## config.mk

```make
export PLATFORM = sky130hd
export DESIGN_NAME = dmux4x16_sync
export DESIGN_NICKNAME = d
export VERILOG_FILES = /design/src/rtl/dmux4x16_sync.sv
export SDC_FILE = /design/constraint.sdc
export NUM_CORES = 1
export LEC_CHECK = 0
export CORE_UTILIZATION = 43
export DETAILED_ROUTE_END_ITERATION = 8
export PLACE_DENSITY = 0.9
export SLEW_MARGIN = 20
export SYNTH_ARGS = -nofsm -noshare
export SYNTH_HDL_FRONTEND = slang
export SYNTH_SLANG_ARGS = --single-unit
```

## constraint.sdc

```tcl
create_clock -name clk -period 1.1 [get_ports clk]
set_clock_uncertainty 0.05 [all_clocks]
set_input_delay 0.22 -clock clk [delete_from_list [all_inputs] [get_ports clk]]
set_output_delay 0.22 -clock clk [all_outputs]
set_load 0.01 [all_outputs]
```

## src/rtl/dmux4x16_sync.sv

```systemverilog
// Registered 1-of-OUT_W write-enable decoder: en + sel -> one-hot strobe d, plus act = |d.
// Optional build macro DMUX4X16_SYNC_R0_LOCK_EN treats index 0 as a hard-wired zero register.
module dmux4x16_sync #(
  parameter int SEL_W = 4,
  parameter int OUT_W = 16
) (
  input  logic             clk,
  input  logic             rst_n,
  input  logic             en,
  input  logic [SEL_W-1:0] sel,
  output logic [OUT_W-1:0] d,
  output logic             act
);

  logic [OUT_W-1:0] next_d;
  logic             next_act;

  // Per-line equality compare: a select beyond OUT_W-1 matches no line,
  // so out-of-range indices decode to all-zero instead of wrapping.
  always_comb begin
    // NOTE: default every comb output first so no path leaves it unassigned (no latch).
    next_d = '0;
    for (int k = 0; k < OUT_W; k++) begin
      if (en && (sel == SEL_W'(k))) next_d[k] = 1'b1;
    end
`ifdef DMUX4X16_SYNC_R0_LOCK_EN
    next_d[0] = 1'b0;
`else
    next_d[0] = en && (sel == '0);
`endif
    next_act = |next_d;
  end

  always_ff @(posedge clk or negedge rst_n) begin
    if (!rst_n) begin
      d   <= '0;
      act <= 1'b0;
    end else begin
      // NOTE: non-blocking assignments so every register samples pre-edge values.
      d   <= next_d;
      act <= next_act;
    end
  end

endmodule

```

==> results of run 1 <==
-- placed cells by master, fill, tap and decap left out --
master,instances
nand2b_2,1
clkinv_2,1
dfrtp_1,17
nor3_2,1
nor4_1,2
nor3_1,7
nand3_1,2
nor2_1,6
nand2_4,1
clkdlybuf4s50_1,5
dlymetal6s2s_1,1
clkbuf_4,3
buf_2,17
buf_4,6
nand3b_1,2
nand2b_4,2
nand2_2,1
-- what timing repair did --
| item | in CTS | in global routing |
|---|---|---|
| endpoints found under the setup margin | 17 | 5 |
| hold endpoints to repair | 0 | 0 |
| buffers inserted | 0 | 0 |
| gates resized for setup | 68 | 1 |
| pin swaps | 0 | 0 |
-- state kept, by name, indices dropped and copies added (netlist names) --
name	cells
d	16
act	1
-- stage by stage --
step	TNS [ns]	setup WS [ns]	instances
floorplan	0	0.3278	45
global placement	-2.737	-0.2174	86
detailed placement	-3.211	-0.2821	86
CTS	0	0.01929	90
global route	-0.02136	-0.01202	90
finish	0	0.001659	90
-- power groups by stage --
stage / Clock [uW] / Sequential (uW) / Combinational, uW
floorplan: 0 / 657 / 42.2
global placement: 0 / 651 / 128
detailed placement: 0 / 651 / 132
CTS: 328 / 638 / 121
global route: 349 / 639 / 131
finish: 319 / 638 / 120
-- routing by layer --
metal / vias to the layer above / global-route usage, % / wire [um]
li1: 208 / - / -
met3: 2 / 5.114 / 69
met2: 16 / 27.46 / 566
met4: 0 / 18.10 / 26
met5: - / 0 / 0
met1: 205 / 22.30 / 481
-- final cells by class --
class | count | area [sq um]
Clock buffer | 3 | 22.52
Clock inverter | 1 | 5.005
Fill cell | 106 | 478.0
Multi-Input combinational cell | 25 | 158.9
Sequential cell | 17 | 425.4
Tap cell | 15 | 18.77
Timing Repair Buffer | 29 | 192.7
-- kinds of logic (layout without fill, tap and decap cells) --
group | after synthesis | count (layout) | synth area share (%)
buffers and inverters | 3 | 33 | 3.311
DFF | 17 | 17 | 70.39
and+or+nand+nor | 25 | 25 | 26.29
-- worst min-delay path by stage --
stage	start	end	slack, ns	cells after the start
final	en	act$_DFF_PN0_	0.16	1
after detailed placement	rst_n	d[12]$_DFF_PN0_	0.51	2
after global routing	en	act$_DFF_PN0_	0.17	1
after CTS	rst_n	d[12]$_DFF_PN0_	0.19	2
after global placement	rst_n	d[6]$_DFF_PN0_	0.50	2
after floorplan	rst_n	act$_DFF_PN0_	-0.13	0
-- worst max-delay path, delay by kind of cell --
family        cells  cell delay, ns
buf+inv           2            0.77
simple gates      1            0.24
==> results.sh, run 1 <==
export IMPL_placed_area_sq_um=878.3
export IMPL_yosysSeqAreaShare_pct=70.39
export IMPL_slew_violations=0
export IMPL_ys_warn_count=0
export IMPL_setup_violations=0
export IMPL_yosysUniqueCellTypes=14
export IMPL_synthesis_area_sq_um=604.3
export IMPL_max_cap_violations=0
export IMPL_clock_path_buffers=2
export IMPL_max_freq_mhz=910.5
export IMPL_required_ns=1.23
export IMPL_slew_headroom_pct=79.26
export IMPL_leakagePower_uw=0.0004521
export IMPL_synth_nets=52
export IMPL_syn_to_final_growth_pct=36.23
export IMPL_status="finished clean"
export IMPL_cp_data_arrival_time_ns=1.23
export IMPL_gr_usage_all_layers_pct=19.03
export IMPL_p_per_area_nw_per_um2=1308
export IMPL_drt_pass1_iterations=4
export IMPL_core_sq_um=1301
export IMPL_cp_start_kind="primary input"
export IMPL_synth_seq_cells=17
export IMPL_synth_common_cells="17 x dfrtp_1, 7 x nor3_1, 6 x nor2_1"
export IMPL_seq_power_share_pct=59.2
export IMPL_cts_root_buf="clkbuf_4"
export IMPL_clk_pin_slew_ns=0.10
export IMPL_layout_drive_gt1_share_pct=44.00
export IMPL_synth_area_leaders="dfrtp_1 70%, nor3_1 5.8%, nand2b_4 4.6%, nor2_1 3.7%, nand3b_1 2.5%"
export IMPL_ys_flop_type="dfrtp_1"
export IMPL_synth_area_per_cell_sq_um=13.43
export IMPL_diodes=0
export IMPL_worst_pin_slew_ns=0.3102
export IMPL_yosys_area_top_type="dfrtp_1"
export IMPL_grt_max_degree=18
export IMPL_initial_core_util_pct=46.44
export IMPL_period_needed_ns=1.098
export IMPL_crit_start="sel[3]"
export IMPL_total_power_uw=1077
export IMPL_power_frac_comb_pct=11.1
export IMPL_synth_async_reset_ratio_pct=100.0
export IMPL_num_rows=13
export IMPL_place_gp_congestion=0.7924
export IMPL_drtIter0Drc=4
export IMPL_end_kind="register"
export IMPL_nNetsFinal=83
export IMPL_crit_end="d[4]$_DFF_PN0_"
export IMPL_antenna_found_initial=0
export IMPL_viasPerCell=4.789
export IMPL_p_switching_uw=251.5
export IMPL_cts_hold_buffers_added=0
export IMPL_critPathMaxStageDelay_ns=0.56
export IMPL_dieArea_sq_um=1559
export IMPL_io_pins=24
export IMPL_numCtsBuffers=3
export IMPL_synth_edf_count=0
export IMPL_p_sw_share_pct=23.35
export IMPL_finalHoldViolations=0
export IMPL_finalWirelength_um=1144
export IMPL_postLayoutCoreUtil_pct=63.27
export IMPL_hp_class="in -> reg"
export IMPL_htreeDepth=1
export IMPL_yosys_area_top_type_share_pct=70.39
export IMPL_rsz0062_at_grt="yes"
export IMPL_dp_hpwl_um=851.5
export IMPL_yosysMostFrequentCell="dfrtp_1"
export IMPL_slowest_stage="clkdlybuf4s50_1"
export IMPL_fin_hold_ws_ns=0.1615
export IMPL_ant_nets=0
export IMPL_grt_pass1_wl_um=1773
export IMPL_cts_tree="yes"
export IMPL_io_buffer_count=23
export IMPL_grt_pass1_vias=392
export IMPL_clock_sinks=17
export IMPL_overflow=0
export IMPL_vias=431
export IMPL_die_w_um=39.49
export IMPL_drc_errors=0
export IMPL_peakVddDrop_uv=819.1
export IMPL_wl_per_cell_um=12.71
export IMPL_stdcell_area_sq_um=823.3
export IMPL_crit_type="in -> reg"
export IMPL_path_cells="clkdlybuf4s50_1 -> buf_4 -> nor3_1"
export IMPL_pwr_share_clk_pct=29.6
export IMPL_cp_max_fo=7
export IMPL_fin_crit_sh_pct=99.85
export IMPL_p_int_uw=825.5
export IMPL_die_h_um=39.49
export IMPL_netlist_instances=45
No activity file was read; power rests on OpenSTA's default activity.
==> inputs of run 2 (changes only) <==
Settings changed: CAP_MARGIN from default to 15.
==> results of run 2 <==
Same layout as run 1: the final DEF is identical, and so are final timing and power.
==> inputs of run 3 (changes only) <==
Settings changed: CELL_PAD_IN_SITES_DETAIL_PLACEMENT from default to 0, CELL_PAD_IN_SITES_GLOBAL_PLACEMENT from default to 1, CORE_UTILIZATION 43 to 33.
==> run 3 against run 2 <==
Sequential cell count unchanged. Non-clock buffer count shrank 1. Largest cell class unchanged. Clock-buffer cell count is 1 higher.
==> results.sh, run 3 (synthesis results as in run 1) <==
export IMPL_postCtsSetupBuffers=0
export IMPL_cp_start_kind="register"
export IMPL_finalWirelength_um=1015
export IMPL_nNetsFinal=82
export IMPL_worst_pin_slew_ns=0.2689
export IMPL_cp_data_arrival_time_ns=0.79
export IMPL_io_buffer_count=23
export IMPL_period_needed_ns=1.058
export IMPL_syn_to_final_growth_pct=37.68
export IMPL_required_ns=0.83
export IMPL_p_per_area_nw_per_um2=1273
export IMPL_ant_nets=0
export IMPL_clock_sinks=17
export IMPL_max_freq_mhz=945.4
export IMPL_postLayoutCoreUtil_pct=48.19
export IMPL_io_pins=24
export IMPL_drc_errors=0
export IMPL_cts_root_buf="clkbuf_4"
export IMPL_p_int_uw=829.1
export IMPL_numCtsBuffers=3
export IMPL_setup_violations=0
export IMPL_drt_pass1_iterations=2
export IMPL_largest_register="d"
export IMPL_grt_pass1_wl_um=1752
export IMPL_status="finished clean"
export IMPL_seq_power_share_pct=60.2
export IMPL_htreeDepth=1
export IMPL_die_h_um=44.80
export IMPL_wl_per_cell_um=10.25
export IMPL_max_cap_violations=0
export IMPL_finalHoldViolations=0
export IMPL_die_w_um=44.80
export IMPL_slew_headroom_pct=82.04
export IMPL_peakVddDrop_uv=693.5
export IMPL_critPathMaxStageDelay_ns=0.38
export IMPL_place_gp_congestion=0.7258
export IMPL_overflow=0
export IMPL_timing_final_ws_setup_ns=0.04225
export IMPL_cts_hold_buffers_added=0
export IMPL_power_frac_comb_pct=11.1
export IMPL_cp_max_fo=1
export IMPL_clk_pin_slew_ns=0.09
export IMPL_rsz0062_at_grt="no"
export IMPL_slowest_stage="dfrtp_1"
export IMPL_top_regs="d (16), act (1)"
export IMPL_p_sw_share_pct=21.71
export IMPL_setup_tns_ns=0
export IMPL_layout_drive_gt1_share_pct=43.24
export IMPL_initial_core_util_pct=35.00
export IMPL_largest_reg_flops=16
export IMPL_leakagePower_uw=0.0004452
export IMPL_dieArea_sq_um=2007
export IMPL_total_power_uw=1059
export IMPL_end_kind="output pin"
export IMPL_fillCellCount=172
export IMPL_hp_class="in -> async"
export IMPL_crit_end="d[0]"
export IMPL_pwr_share_clk_pct=28.7
export IMPL_path_cells="buf_2"
export IMPL_slew_violations=0
export IMPL_viasPerCell=4.343
export IMPL_grt_max_degree=18
export IMPL_antenna_found_initial=0
export IMPL_num_rows=15
export IMPL_clock_path_buffers=2
export IMPL_final_cell_mix="17 x dfrtp_1, 17 x buf_2, 6 x nor2_1, 6 x nor3_1"
export IMPL_crit_start="d[0]$_DFF_PN0_"
export IMPL_diodes=0
export IMPL_p_switching_uw=230.0
export IMPL_dp_slack_ns=-0.2510
export IMPL_gr_usage_all_layers_pct=12.52
export IMPL_critPathTopFamily="flip-flops"
export IMPL_vias=430
export IMPL_path_buf_inv=1
export IMPL_core_sq_um=1727
export IMPL_grt_pass1_vias=395
export IMPL_drtIter0Drc=4
export IMPL_crit_type="reg -> out"
export IMPL_cts_tree="yes"
export IMPL_timing_critical_path_depth=1
export IMPL_fin_crit_sh_pct=96.16
run 3: cell count changes in the layout (fill, tap and decap cells not counted), sizes merged:
cell,change
buf,-1
clkbuf,+1
clkinv,-1
run 3: worst min path at each step:
stage | startpoint | to | slack (ns) | cells past startpoint
final | rst_n | d[2]$_DFF_PN0_ | 0.20 | 2
after global placement | rst_n | d[9]$_DFF_PN0_ | 0.51 | 2
after detailed placement | rst_n | d[9]$_DFF_PN0_ | 0.51 | 2
after CTS | rst_n | d[9]$_DFF_PN0_ | 0.20 | 2
after global routing | rst_n | d[11]$_DFF_PN0_ | 0.21 | 2
after floorplan | rst_n | act$_DFF_PN0_ | -0.13 | 0
run 3: final cells by class:
type                            instances  area [sq um]  share of cell area [%]
Tap cell                               25         31.28                   3.759
Multi-Input combinational cell         25         163.9                   19.70
Timing Repair Buffer                   28         185.2                   22.26
Sequential cell                        17         425.4                   51.13
Clock buffer                            4         26.28                   3.158
run 3: what timing repair did:
action                                  CTS  global route
pin swaps                                 0             0
endpoints found under the hold margin     0             0
endpoints found under the setup margin   17             4
resized for setup                        68             2
run 3: power by group through the flow:
stage / clock network [uW] / registers, uW / logic (uW)
after global routing: 354 / 639 / 130
after global placement: 0 / 651 / 127
final: 304 / 638 / 117
after CTS: 319 / 638 / 119
after detailed placement: 0 / 651 / 130
after floorplan: 0 / 657 / 42.2
run 3: metal layers:
metal	track usage, %	part of all wire, %	vias up
met5	0	0	-
met4	7.273	0.99	0
met3	2.800	5.8	2
met2	20.88	50	15
met1	14.84	43	205
li1	-	-	208
run 3: through the flow:
stage                     area (sq um)  std cells  hold WS [ns]
after global routing             832.0         99        0.2104
after floorplan                  604.3         45       -0.1256
after CTS                        824.5         99        0.2005
final                            832.0         99        0.2000
after global placement           883.3         95        0.5050
after detailed placement         883.3         95        0.5056
